### src/rtl/rv_lsu.sv
// Load/store unit: one core access becomes one held memory request; done pulses one cycle after rvalid/misalign/timeout.
// Latency: misaligned done after acceptance edge; otherwise done the cycle after rvalid. Core must hold while busy.
module rv_lsu #(
    parameter int TIMEOUT = 64
) (
    input  logic        clk_i,
    input  logic        arstn_i,
    input  logic        lsu_req_i,
    input  logic        lsu_we_i,
    input  logic [1:0]  lsu_size_i,
    input  logic        lsu_unsigned_i,
    input  logic [31:0] lsu_addr_i,
    input  logic [31:0] lsu_wdata_i,
    output logic        lsu_busy_o,
    output logic        lsu_done_o,
    output logic        lsu_err_o,
    output logic [31:0] lsu_rdata_o,
    output logic        data_req_o,
    output logic        data_we_o,
    output logic [3:0]  data_be_o,
    output logic [31:0] data_addr_o,
    output logic [31:0] data_wdata_o,
    input  logic        data_rvalid_i,
    input  logic [31:0] data_rdata_i
);
    localparam int CW = (TIMEOUT > 1) ? $clog2(TIMEOUT) : 1;

    typedef enum logic [1:0] {
        IDLE = 2'd0,
        WAIT = 2'd1,
        DONE = 2'd2
    } state_t;

    state_t        state_q, state_d;
    logic [1:0]    size_q, size_d;
    logic          uns_q, uns_d;
    logic [1:0]    off_q, off_d;
    logic [CW-1:0] cnt_q, cnt_d;

    logic          busy_q, busy_d;
    logic          done_q, done_d;
    logic          err_q, err_d;
    logic [31:0]   rdata_q, rdata_d;
    logic          req_q, req_d;
    logic          we_q, we_d;
    logic [3:0]    be_q, be_d;
    logic [31:0]   addr_q, addr_d;
    logic [31:0]   wdata_q, wdata_d;

    logic          aligned;
    logic [3:0]    store_be;
    logic [31:0]   store_wdata;
    logic [7:0]    load_byte;
    logic [15:0]   load_half;
    logic [31:0]   load_data;

    always_comb begin
        case (lsu_size_i)
            2'b00:   aligned = 1'b1;
            2'b01:   aligned = ~lsu_addr_i[0];
            2'b10:   aligned = (lsu_addr_i[1:0] == 2'b00);
            default: aligned = 1'b0;
        endcase
    end

    // Store data is replicated across all lanes so the enabled lane always carries the value.
    always_comb begin
        case (lsu_size_i)
            2'b00: begin
                store_be    = 4'b0001 << lsu_addr_i[1:0];
                store_wdata = {4{lsu_wdata_i[7:0]}};
            end
            2'b01: begin
                store_be    = 4'b0011 << lsu_addr_i[1:0];
                store_wdata = {2{lsu_wdata_i[15:0]}};
            end
            default: begin
                store_be    = 4'b1111;
                store_wdata = lsu_wdata_i;
            end
        endcase
    end

    always_comb begin
        load_byte = data_rdata_i[{off_q, 3'b000} +: 8];
        load_half = off_q[1] ? data_rdata_i[31:16] : data_rdata_i[15:0];
        case (size_q)
            2'b00:   load_data = {{24{~uns_q & load_byte[7]}}, load_byte};
            2'b01:   load_data = {{16{~uns_q & load_half[15]}}, load_half};
            default: load_data = data_rdata_i;
        endcase
    end

    always_comb begin
        state_d = state_q;
        size_d  = size_q;
        uns_d   = uns_q;
        off_d   = off_q;
        cnt_d   = cnt_q;
        busy_d  = busy_q;
        done_d  = 1'b0;
        err_d   = 1'b0;
        rdata_d = rdata_q;
        req_d   = req_q;
        we_d    = we_q;
        be_d    = be_q;
        addr_d  = addr_q;
        wdata_d = wdata_q;

        case (state_q)
            IDLE: begin
                if (lsu_req_i) begin
                    busy_d = 1'b1;
                    if (aligned) begin
                        size_d  = lsu_size_i;
                        uns_d   = lsu_unsigned_i;
                        off_d   = lsu_addr_i[1:0];
                        cnt_d   = '0;
                        req_d   = 1'b1;
                        we_d    = lsu_we_i;
                        be_d    = lsu_we_i ? store_be : 4'b1111;
                        addr_d  = {lsu_addr_i[31:2], 2'b00};
                        wdata_d = store_wdata;
                        state_d = WAIT;
                    end else begin
                        done_d  = 1'b1;
                        err_d   = 1'b1;
                        rdata_d = '0;
                        state_d = DONE;
                    end
                end
            end
            WAIT: begin
                // rvalid wins over a timeout landing in the same cycle.
                if (data_rvalid_i) begin
                    req_d   = 1'b0;
                    rdata_d = we_q ? 32'd0 : load_data;
                    done_d  = 1'b1;
                    cnt_d   = '0;
                    state_d = DONE;
                end else if (cnt_q == CW'(TIMEOUT - 1)) begin
                    req_d   = 1'b0;
                    rdata_d = '0;
                    done_d  = 1'b1;
                    err_d   = 1'b1;
                    cnt_d   = '0;
                    state_d = DONE;
                end else begin
                    cnt_d = cnt_q + 1'b1;
                end
            end
            DONE: begin
                req_d   = 1'b0;
                busy_d  = 1'b0;
                state_d = IDLE;
            end
            default: begin
                req_d   = 1'b0;
                busy_d  = 1'b0;
                state_d = IDLE;
            end
        endcase
    end

    always_ff @(posedge clk_i) begin
        if (!arstn_i) begin
            state_q <= IDLE;
            size_q  <= '0;
            uns_q   <= 1'b0;
            off_q   <= '0;
            cnt_q   <= '0;
            busy_q  <= 1'b0;
            done_q  <= 1'b0;
            err_q   <= 1'b0;
            rdata_q <= '0;
            req_q   <= 1'b0;
            we_q    <= 1'b0;
            be_q    <= '0;
            addr_q  <= '0;
            wdata_q <= '0;
        end else begin
            state_q <= state_d;
            size_q  <= size_d;
            uns_q   <= uns_d;
            off_q   <= off_d;
            cnt_q   <= cnt_d;
            busy_q  <= busy_d;
            done_q  <= done_d;
            err_q   <= err_d;
            rdata_q <= rdata_d;
            req_q   <= req_d;
            we_q    <= we_d;
            be_q    <= be_d;
            addr_q  <= addr_d;
            wdata_q <= wdata_d;
        end
    end

    assign lsu_busy_o   = busy_q;
    assign lsu_done_o   = done_q;
    assign lsu_err_o    = err_q;
    assign lsu_rdata_o  = rdata_q;
    assign data_req_o   = req_q;
    assign data_we_o    = we_q;
    assign data_be_o    = be_q;
    assign data_addr_o  = addr_q;
    assign data_wdata_o = wdata_q;

endmodule

### config.mk
export PLATFORM = sky130hd
export DESIGN_NAME = rv_lsu
export DESIGN_NICKNAME = d
export VERILOG_FILES = /design/src/rtl/rv_lsu.sv
export SDC_FILE = /design/constraint.sdc
export NUM_CORES = 1
export LEC_CHECK = 0
export ABC_CLOCK_PERIOD_IN_PS = 1800
export CORE_ASPECT_RATIO = 0.9
export CORE_MARGIN = 1.5
export CORE_UTILIZATION = 39
export DETAILED_ROUTE_END_ITERATION = 8
export GPL_TIMING_DRIVEN = 0
export PLACE_DENSITY = 0.77
export SLEW_MARGIN = 5
export SYNTH_ARGS = -nofsm -noshare
export SYNTH_HDL_FRONTEND = slang
export SYNTH_SLANG_ARGS = --single-unit
### constraint.sdc
create_clock -name clk_i -period 1.8 [get_ports clk_i]
set_clock_uncertainty 0.05 [all_clocks]
set_input_delay 0.54 -clock clk_i [delete_from_list [all_inputs] [get_ports clk_i]]
set_output_delay 0.54 -clock clk_i [all_outputs]
set_load 0.01 [all_outputs]
Word level (Yosys, flattened, before mapping)
Index checks and enable logic that the tools add are counted.

word-level totals
  register bits after elaboration = 116
  output and inout bits = 105
  bits of input ports = 104

cells by class
  bitwise gates (word level) = 5
  add/sub/neg operators = 1
  reductions and logical operators = 11
  mux-type cells = 36
  equal/unequal tests = 9
  shift operators = 3

operators by type and width
  kind                                                  number
  one-hot mux 32 bit (2 select lines)                   3
  two-way mux 32 bit                                    5
  indexed part select 32 x 6 -> 8 bit                   1
  two-way mux 6 bit                                     4
  two-way mux 16 bit                                    1
  one-hot mux 6 bit (2 select lines)                    1
  two-way mux 1 bit                                     10
  AND reduction 3 bit                                   3
  zero test 2 bit                                       4
  two-way mux 2 bit                                     4
  one-hot mux 1 bit (2 select lines)                    4
  one-hot mux 4 bit (2 select lines)                    1
  adder 6 x 1 -> 6 bit (second input constant)          1
  equality test 2 x 1 -> 1 bit (second input constant)  3
  equality test 6 bit (second input constant)           1
  != test 2 bit (second input constant)                 3
  two-way mux 4 bit                                     1
  one-hot mux 2 bit (2 select lines)                    1
  AND reduction 2 bit                                   2
  AND reduction 4 bit                                   1
  left shift 1 x 2 -> 4 bit (first input constant)      1
  left shift 2 x 2 -> 4 bit (first input constant)      1
  != test 3 bit (second input constant)                 1
  NOT 1 bit                                             3
  4 further kinds                                       5

Longest topological paths before layout
Gate-level depths: netlist of the first run.

  depth in word-level cells = 6
  gate-level depth with buffers = 7
  gate-level depth less buffers = 5

Least setup slack after synthesis of the first run
Ideal clock, no wire load.

  kind = input -> register
  start = input port lsu_addr_i[0]
  end = register rdata_q[27], in the netlist lsu_rdata_o[27]
  path buffers = 2
  path slack = -0.119 ns
  arrival = 1.753 ns
  data required time = 1.634 ns
  stages = 6
  setup time = 0.116 ns
  cells stage by stage = buf_2 a21o_1 a31oi_4 o31a_2 buf_4 a22o_4

between the ends
  longest elaborated chain between the ends = 4

ends and longest elaborated chain
  what                                          line    RTL
  start, declared                               12      input logic [31:0] lsu_addr_i,
  zero test 2 bit or NOT 1 bit (tied branches)  61, 60
  one-hot mux 1 bit (3 select lines) *          58      case (lsu_size_i)
  != test 2 bit (no source line) *              -
  AND reduction 4 bit (no source line) *        -
  end signal, assigned                          190     rdata_q <= rdata_d;
  end, declared                                 43      logic [31:0] rdata_q, rdata_d;

Every way passes the cells marked *; elsewhere a longest branch is shown, timed or not.
A chain may end at the register's enable or synchronous reset.

Worst setup path after layout of the first run
  start = register cnt_q[1]
  end = register rdata_q[22], in the netlist lsu_rdata_o[22]

between the ends
  longest elaborated chain between the ends = 3

ends and longest elaborated chain
  what                                  line  RTL
  start, declared                       38    logic [CW-1:0] cnt_q, cnt_d;
  start signal, assigned                186   cnt_q <= cnt_d;
  equality test 6 bit                   141   end else if (cnt_q == CW'(TIMEOUT - 1)) begin
  != test 3 bit (no source line)        -
  AND reduction 4 bit (no source line)  -

No other way between the ends.

==> results.yml, run 1 <==
sta:
  setup_viol: 0
  rsz0062_at_grt: "true"
  setup_ws_ns: 0.0281
  slew_headroom_pct: 64.5
  fin_crit_ns: 1.77
  final.period_utilization_pct: 98.4
  hold_viol_final: 0
  maxSlewViolCount: 0
  fmaxAchievable_ghz: 0.564
  tightestPinTransition_ns: 0.532
clocking:
  ctsHoldBuffers: 0
  clk_latency_ns: 0.41
  cts_tree: "yes"
  clock_path_buffers: 2
  cts_sinks: 116
  cts_inserted_buffers: 17
  clock-root-buffer: "clkbuf_16"
  clk_pin_slew_ns: 0.06
  cts_max_level: 4
setup_path:
  start_kind: "flip-flop"
  crit_arrival_ns: 2.03
  cp_top_family: "compound AO/OA/AOI/OAI gates"
  path_max_fanout: 10
  critPathBufInv: 2
  path_cells: "ha_4 -> and3_4 -> buf_6 -> a311oi_2 -> o31a_4 -> buf_8 -> a22o_4"
  crit_type: "flip-flop to flip-flop"
  reg2reg_from: "cnt_q[1]$_SDFFE_PN0P_"
  worstPathRequired_ns: 2.06
  worstSetupEndpointType: "flip-flop"
  cp_slowest_cell: "dfxtp_4"
  slowest_delay_ns: 0.36
  crit_start: "cnt_q[1]$_SDFFE_PN0P_"
die:
  start_util_pct: 40.3
  dieArea_mm2: 0.0139
  dieWidth_um: 124
  io_pins: 209
  core_area_mm2: 0.0128
  die_h_um: 112
  rows: 39
layout:
  drive_gt1_share_pct: 13.8
  n_antenna_cell: 0
  final_common_cell: "nand2_1"
  fin_cells: 1013
  nets: 941
  most-common-layout-cells: "nand2_1, dfxtp_1, dlygate4sd2_1"
  syn2layout_area_growth_pct: 58.4
run_status:
  status: "completed"
synthesis:
  ys_ff_latch: 116
  synth_fa_ha_area_share_pct: 0.243
  synth_top_family_by_area: "compound AO/OA/AOI/OAI gates"
  synth.distinct_cells: 47
  synth-simple-area-share_pct: 17.6
  synth_edf_count: 0
  synth_cells: 601
  syn_area_per_cell_um2: 8.58
  seq_area_frac_synth_pct: 45.1
  synthMuxAreaShare_pct: 5.07
  async_flop_share_pct: 0
  synth_xor_area_share_pct: 0
  synth_ff_type: "dfxtp_1"
  synthesis.area_mm2: 0.00515
  synth_warnings: 0
  synth_compound_area_share_pct: 26.5
grt:
  grt_start_max_net_pins: 17
  grt_first_pass_wirelength_um: 27300
  track_usage_pct: 25.4
  overflow: 0
  first_global_vias: 5469
  antenna_found_initial: 0
power_and_ir_drop:
  ir_worst_vdd_mv: 0.632
  leakagePower_uw: 0.00349
  power.density_mw_per_mm2: 922
drt:
  drc: 0
  drt-pass1-iter-count: 5
  drt_iter0_markers: 272
  vias: 5392
  drt_wl_total_um: 17600
  vias_per_cell: 5.32
  wire_per_inst_um: 17.4
  detail-route-antenna-nets: 0
min_path:
  min_from: "lsu_addr_i[0]"
  hold_path_class: "primary input to flip-flop"
placement:
  dpl_worst_slack_ns: -0.837
  globalplace.congestion: 0.862
  port_buffers: 204
  place_hpwl_um: 13000
  place_inst: 970
flow_run:
  cap_violations: 0
==> worst min-delay path, cell delays in order <==
cell     delay, ns
buf_8         0.12
nand2_1       0.07
a21oi_1       0.05
==> synthesized netlist by cell type, types with 2 or more instances <==
cell type / n / share of area, %
o21ai_0: 28 / 2.7
buf_6: 2 / 0.44
or3_1: 2 / 0.24
inv_1: 7 / 0.51
nand3_1: 3 / 0.29
a311oi_1: 10 / 1.7
a21oi_1: 71 / 6.9
buf_2: 15 / 1.5
nor3_1: 17 / 1.7
nand4_1: 2 / 0.24
mux2i_1: 16 / 3.1
o21a_1: 16 / 2.3
o211a_1: 3 / 0.58
a22o_1: 15 / 2.5
o211ai_1: 11 / 1.6
a211oi_1: 10 / 1.5
and3_1: 2 / 0.24
a31oi_1: 2 / 0.24
a31oi_4: 2 / 0.83
o2111ai_1: 4 / 0.68
mux2_2: 9 / 2.0
nand2_1: 118 / 8.6
buf_4: 6 / 0.87
nor3_2: 2 / 0.39
nand2b_1: 18 / 2.2
clkbuf_1: 26 / 1.9
nor2_1: 32 / 2.3
a22o_4: 2 / 0.68
nor2b_1: 2 / 0.24
o2bb2ai_1: 15 / 2.5
or3_4: 2 / 0.44
dfxtp_1: 116 / 45
==> cell families after synthesis <==
family / Yosys count
buf+inv: 59
simple gates: 204
mux: 25
flops: 116
compound gates: 195
fa+ha+maj: 1
other cells: 1
==> repair_timing <==
| action | 4_1_cts | 5_1_grt |
|---|---|---|
| resized for setup | 140 | 13 |
| setup endpoints to repair | 212 | 51 |
| buffers inserted | 7 | 3 |
| pin swaps | 2 | 3 |
| cloned | 0 | 1 |
==> per-stage QoR <==
stage | hold slack (ns) | utilization (%) | power [uW] | setup TNS [ns] | area, um^2
3_5_place_dp | 0.399 | 58.2 | 4040 | -77.09 | 7440
4_1_cts | 0.360 | 63.2 | 7550 | 0 | 8080
5_1_grt | 0.373 | 63.8 | 7810 | -0.00898 | 8160
3_3_place_gp | 0.392 | 58.2 | 4010 | -73.01 | 7440
6_report | 0.385 | 63.8 | 7520 | 0 | 8160
2_1_floorplan | 0.398 | - | 3390 | -0.0526 | 5190
==> state kept, by name, summed over array words and instances, names as in the netlist, 2 cells and up <==
register and cells:
data_be_o 4, data_wdata_o 32, cnt_q 6, off_q 2, data_addr_o 30, state_q 2
lsu_rdata_o 32, size_q 2
==> metal layers <==
layer / up-vias / wire length, um / part of all wire (%) / global-route usage, %
met4: 0 / 340 / 1.9 / 8.56
met1: 2533 / 6870 / 39 / 28.6
met3: 24 / 1880 / 11 / 10.9
li1: 2601 / - / - / -
met2: 234 / 8540 / 48 / 43.0
met5: - / 0 / 0 / 0
==> area by class of cell <==
type / instances / area (um^2)
multi-input cells: 427 / 2650
fillers: 1110 / 4620
plain buffers: 51 / 322
well taps: 164 / 205
flip-flops and latches: 116 / 2330
clock inverters: 14 / 185
clock buffers: 18 / 439
repair buffers: 215 / 2000
inverters: 8 / 30.0
==> worst paths after layout <==
kind	endpoint	slack, ns	cells after the start
worst max-delay path	lsu_rdata_o[22]$_SDFFE_PN0P_	0.03	7
worst min-delay path	off_q[0]$_SDFFE_PN0P_	0.39	3
worst max register to register	lsu_rdata_o[22]$_SDFFE_PN0P_	0.03	7
worst min register to register	data_addr_o[3]$_SDFFE_PN0P_	0.40	2
==> power by group <==
group | switching (uW) | internal [uW] | leakage (uW)
combinational | 607 | 584 | 0.00224
clock | 1220 | 2340 | 0.000301
sequential | 74.4 | 2700 | 0.000946
No activity file was read; power rests on OpenSTA's default activity.
==> run 2, diff against run 1 <==
--- a/config.mk
+++ b/config.mk
@@ -7,12 +7,12 @@
 export LEC_CHECK = 0
 export ABC_CLOCK_PERIOD_IN_PS = 1800
 export CORE_ASPECT_RATIO = 0.9
-export CORE_MARGIN = 1.5
+export CORE_MARGIN = 5
 export CORE_UTILIZATION = 39
 export DETAILED_ROUTE_END_ITERATION = 8
 export GPL_TIMING_DRIVEN = 0
 export PLACE_DENSITY = 0.77
-export SLEW_MARGIN = 5
+export SLEW_MARGIN = 40
 export SYNTH_ARGS = -nofsm -noshare
 export SYNTH_HDL_FRONTEND = slang
 export SYNTH_SLANG_ARGS = --single-unit
==> run 2 against run 1 <==
Effect of this change:
- the run now ends with setup timing left
- final area down 0.86%
- worst hold slack worse by 0.0026 ns
- setup slack worse by 0.068 ns
- wire length grew 3.8%
- count of clock-buffer cells in the layout is 5 higher
- critical path type is now primary input to flip-flop
- critical endpoint unchanged
- largest cell class unchanged
- highest routed layer unchanged
==> results.yml, run 2 (synthesis gave the netlist of run 1 again) <==
run_status:
  status: "finished with violations"
  violations: "setup timing"
clocking:
  cts_sinks: 116
  clk_pin_slew_ns: 0.05
  clk_latency_ns: 0.41
  cts_inserted_buffers: 17
  clock-root-buffer: "clkbuf_16"
  ctsHoldBuffers: 0
  clock_path_buffers: 2
  cts_max_level: 4
  cts_tree: "yes"
setup_path:
  critPathBufInv: 2
  cp_slowest_cell: "o31a_4"
  worstPathRequired_ns: 2.05
  path_cells: "dlygate4sd2_1 -> a21o_1 -> a31oi_4 -> o31a_4 -> buf_8 -> a22o_4"
  crit_type: "primary input to flip-flop"
  worstSetupEndpointType: "flip-flop"
  cp_top_family: "compound AO/OA/AOI/OAI gates"
  path_max_fanout: 10
  slowest_delay_ns: 0.43
  crit_arrival_ns: 2.09
  start_kind: "primary input"
min_path:
  hold_path_class: "primary input to flip-flop"
placement:
  port_buffers: 204
  globalplace.congestion: 0.875
  place_hpwl_um: 13800
  place_area_mm2: 0.00744
grt:
  overflow: 0
  first_global_vias: 5367
  grt_first_pass_wirelength_um: 28800
  track_usage_pct: 22.7
  antenna_found_initial: 0
  grt_start_max_net_pins: 17
sta:
  fmaxAchievable_ghz: 0.544
  tightestPinTransition_ns: 0.535
  slew_headroom_pct: 64.4
  fin_crit_ns: 1.84
  hold_viol_final: 0
  maxSlewViolCount: 0
  setup_ws_ns: -0.0397
  rsz0062_at_grt: "true"
  final.period_utilization_pct: 102
  setup_viol: 13
  holdWs_ns: 0.383
drt:
  vias_per_cell: 5.37
  drt-pass1-iter-count: 6
  drc: 0
  detail-route-antenna-nets: 0
  drt_iter0_markers: 351
  wire_per_inst_um: 18.1
  drt_wl_total_um: 18300
  vias: 5433
die:
  die_h_um: 119
  dieWidth_um: 131
  io_pins: 209
  core_area_mm2: 0.0128
  dieArea_mm2: 0.0156
  start_util_pct: 40.2
  rows: 39
flow_run:
  cap_violations: 0
layout:
  n_antenna_cell: 0
  design_area_mm2: 0.00809
  syn2layout_area_growth_pct: 57.0
  final_common_cell: "nand2_1"
  nets: 939
  most-common-layout-cells: "nand2_1, dfxtp_1, dlygate4sd2_1"
  final_core_utilization_pct: 63.0
  drive_gt1_share_pct: 13.0
power_and_ir_drop:
  power.density_mw_per_mm2: 897
  leakagePower_uw: 0.00345
  ir_worst_vdd_mv: 0.633
run 2: final timing paths:
path,from,endpoint,slack (ns),depth (start not counted)
worst min register to register,data_addr_o[3]$_SDFFE_PN0P_,data_addr_o[3]$_SDFFE_PN0P_,0.40,2
worst max register to register,cnt_q[0]$_SDFFE_PN0P_,lsu_rdata_o[22]$_SDFFE_PN0P_,-0.01,7
worst min-delay path,lsu_addr_i[0],off_q[0]$_SDFFE_PN0P_,0.38,3
worst max-delay path,lsu_size_i[0],lsu_rdata_o[22]$_SDFFE_PN0P_,-0.04,6
run 2: through the flow:
| stage | cells | worst slack, ns | power (uW) | TNS [ns] |
|---|---|---|---|---|
| final | 1011 | -0.0397 | 7260 | -0.174 |
| after global routing | 1011 | -0.0536 | 7540 | -0.424 |
| after CTS | 1008 | 0.00321 | 7280 | 0 |
| after detailed placement | 970 | -0.797 | 4040 | -73.79 |
| after global placement | 970 | -0.739 | 4020 | -69.73 |
| after floorplan | 602 | -0.0176 | 3390 | -0.0526 |
run 2: worst reg2reg max path: cells and delay by family, from the launching register on:
kind,cells,cell delay [ns]
compound gates,3,0.70
flops,1,0.35
buf+inv,2,0.28
simple gates,1,0.18
fa+ha+maj,1,0.14
run 2: timing repair:
| item | in CTS | in global routing |
|---|---|---|
| setup buffers | 5 | 2 |
| pin swaps | 1 | 3 |
| gates cloned | 1 | 1 |
| gates resized for setup | 140 | 12 |
| endpoints found under the setup margin | 212 | 37 |
run 2: cell type report:
type | count | area (um^2)
Inverter | 8 | 30.0
Buffer | 51 | 328
Timing Repair Buffer | 213 | 1990
Clock buffer | 23 | 478
Clock inverter | 9 | 103
Sequential cell | 116 | 2330
Multi-Input combinational cell | 427 | 2630
Fill cell | 1100 | 4740
Tap cell | 164 | 205
run 2: metal layers:
layer / vias to the layer above / track usage (%) / share of wire, %
li1: 2603 / - / -
met1: 2526 / 27.1 / 40
met2: 286 / 36.7 / 47
met3: 18 / 11.0 / 12
met4: 0 / 6.04 / 1.1
met5: - / 0 / 0
run 2: where the power goes:
| part | total [uW] | switching [uW] | internal, uW |
|---|---|---|---|
| Clock | 3300 | 1160 | 2130 |
| Combinational | 1190 | 605 | 584 |
| Sequential | 2770 | 76.8 | 2700 |
| Total | 7260 | 1840 | 5420 |
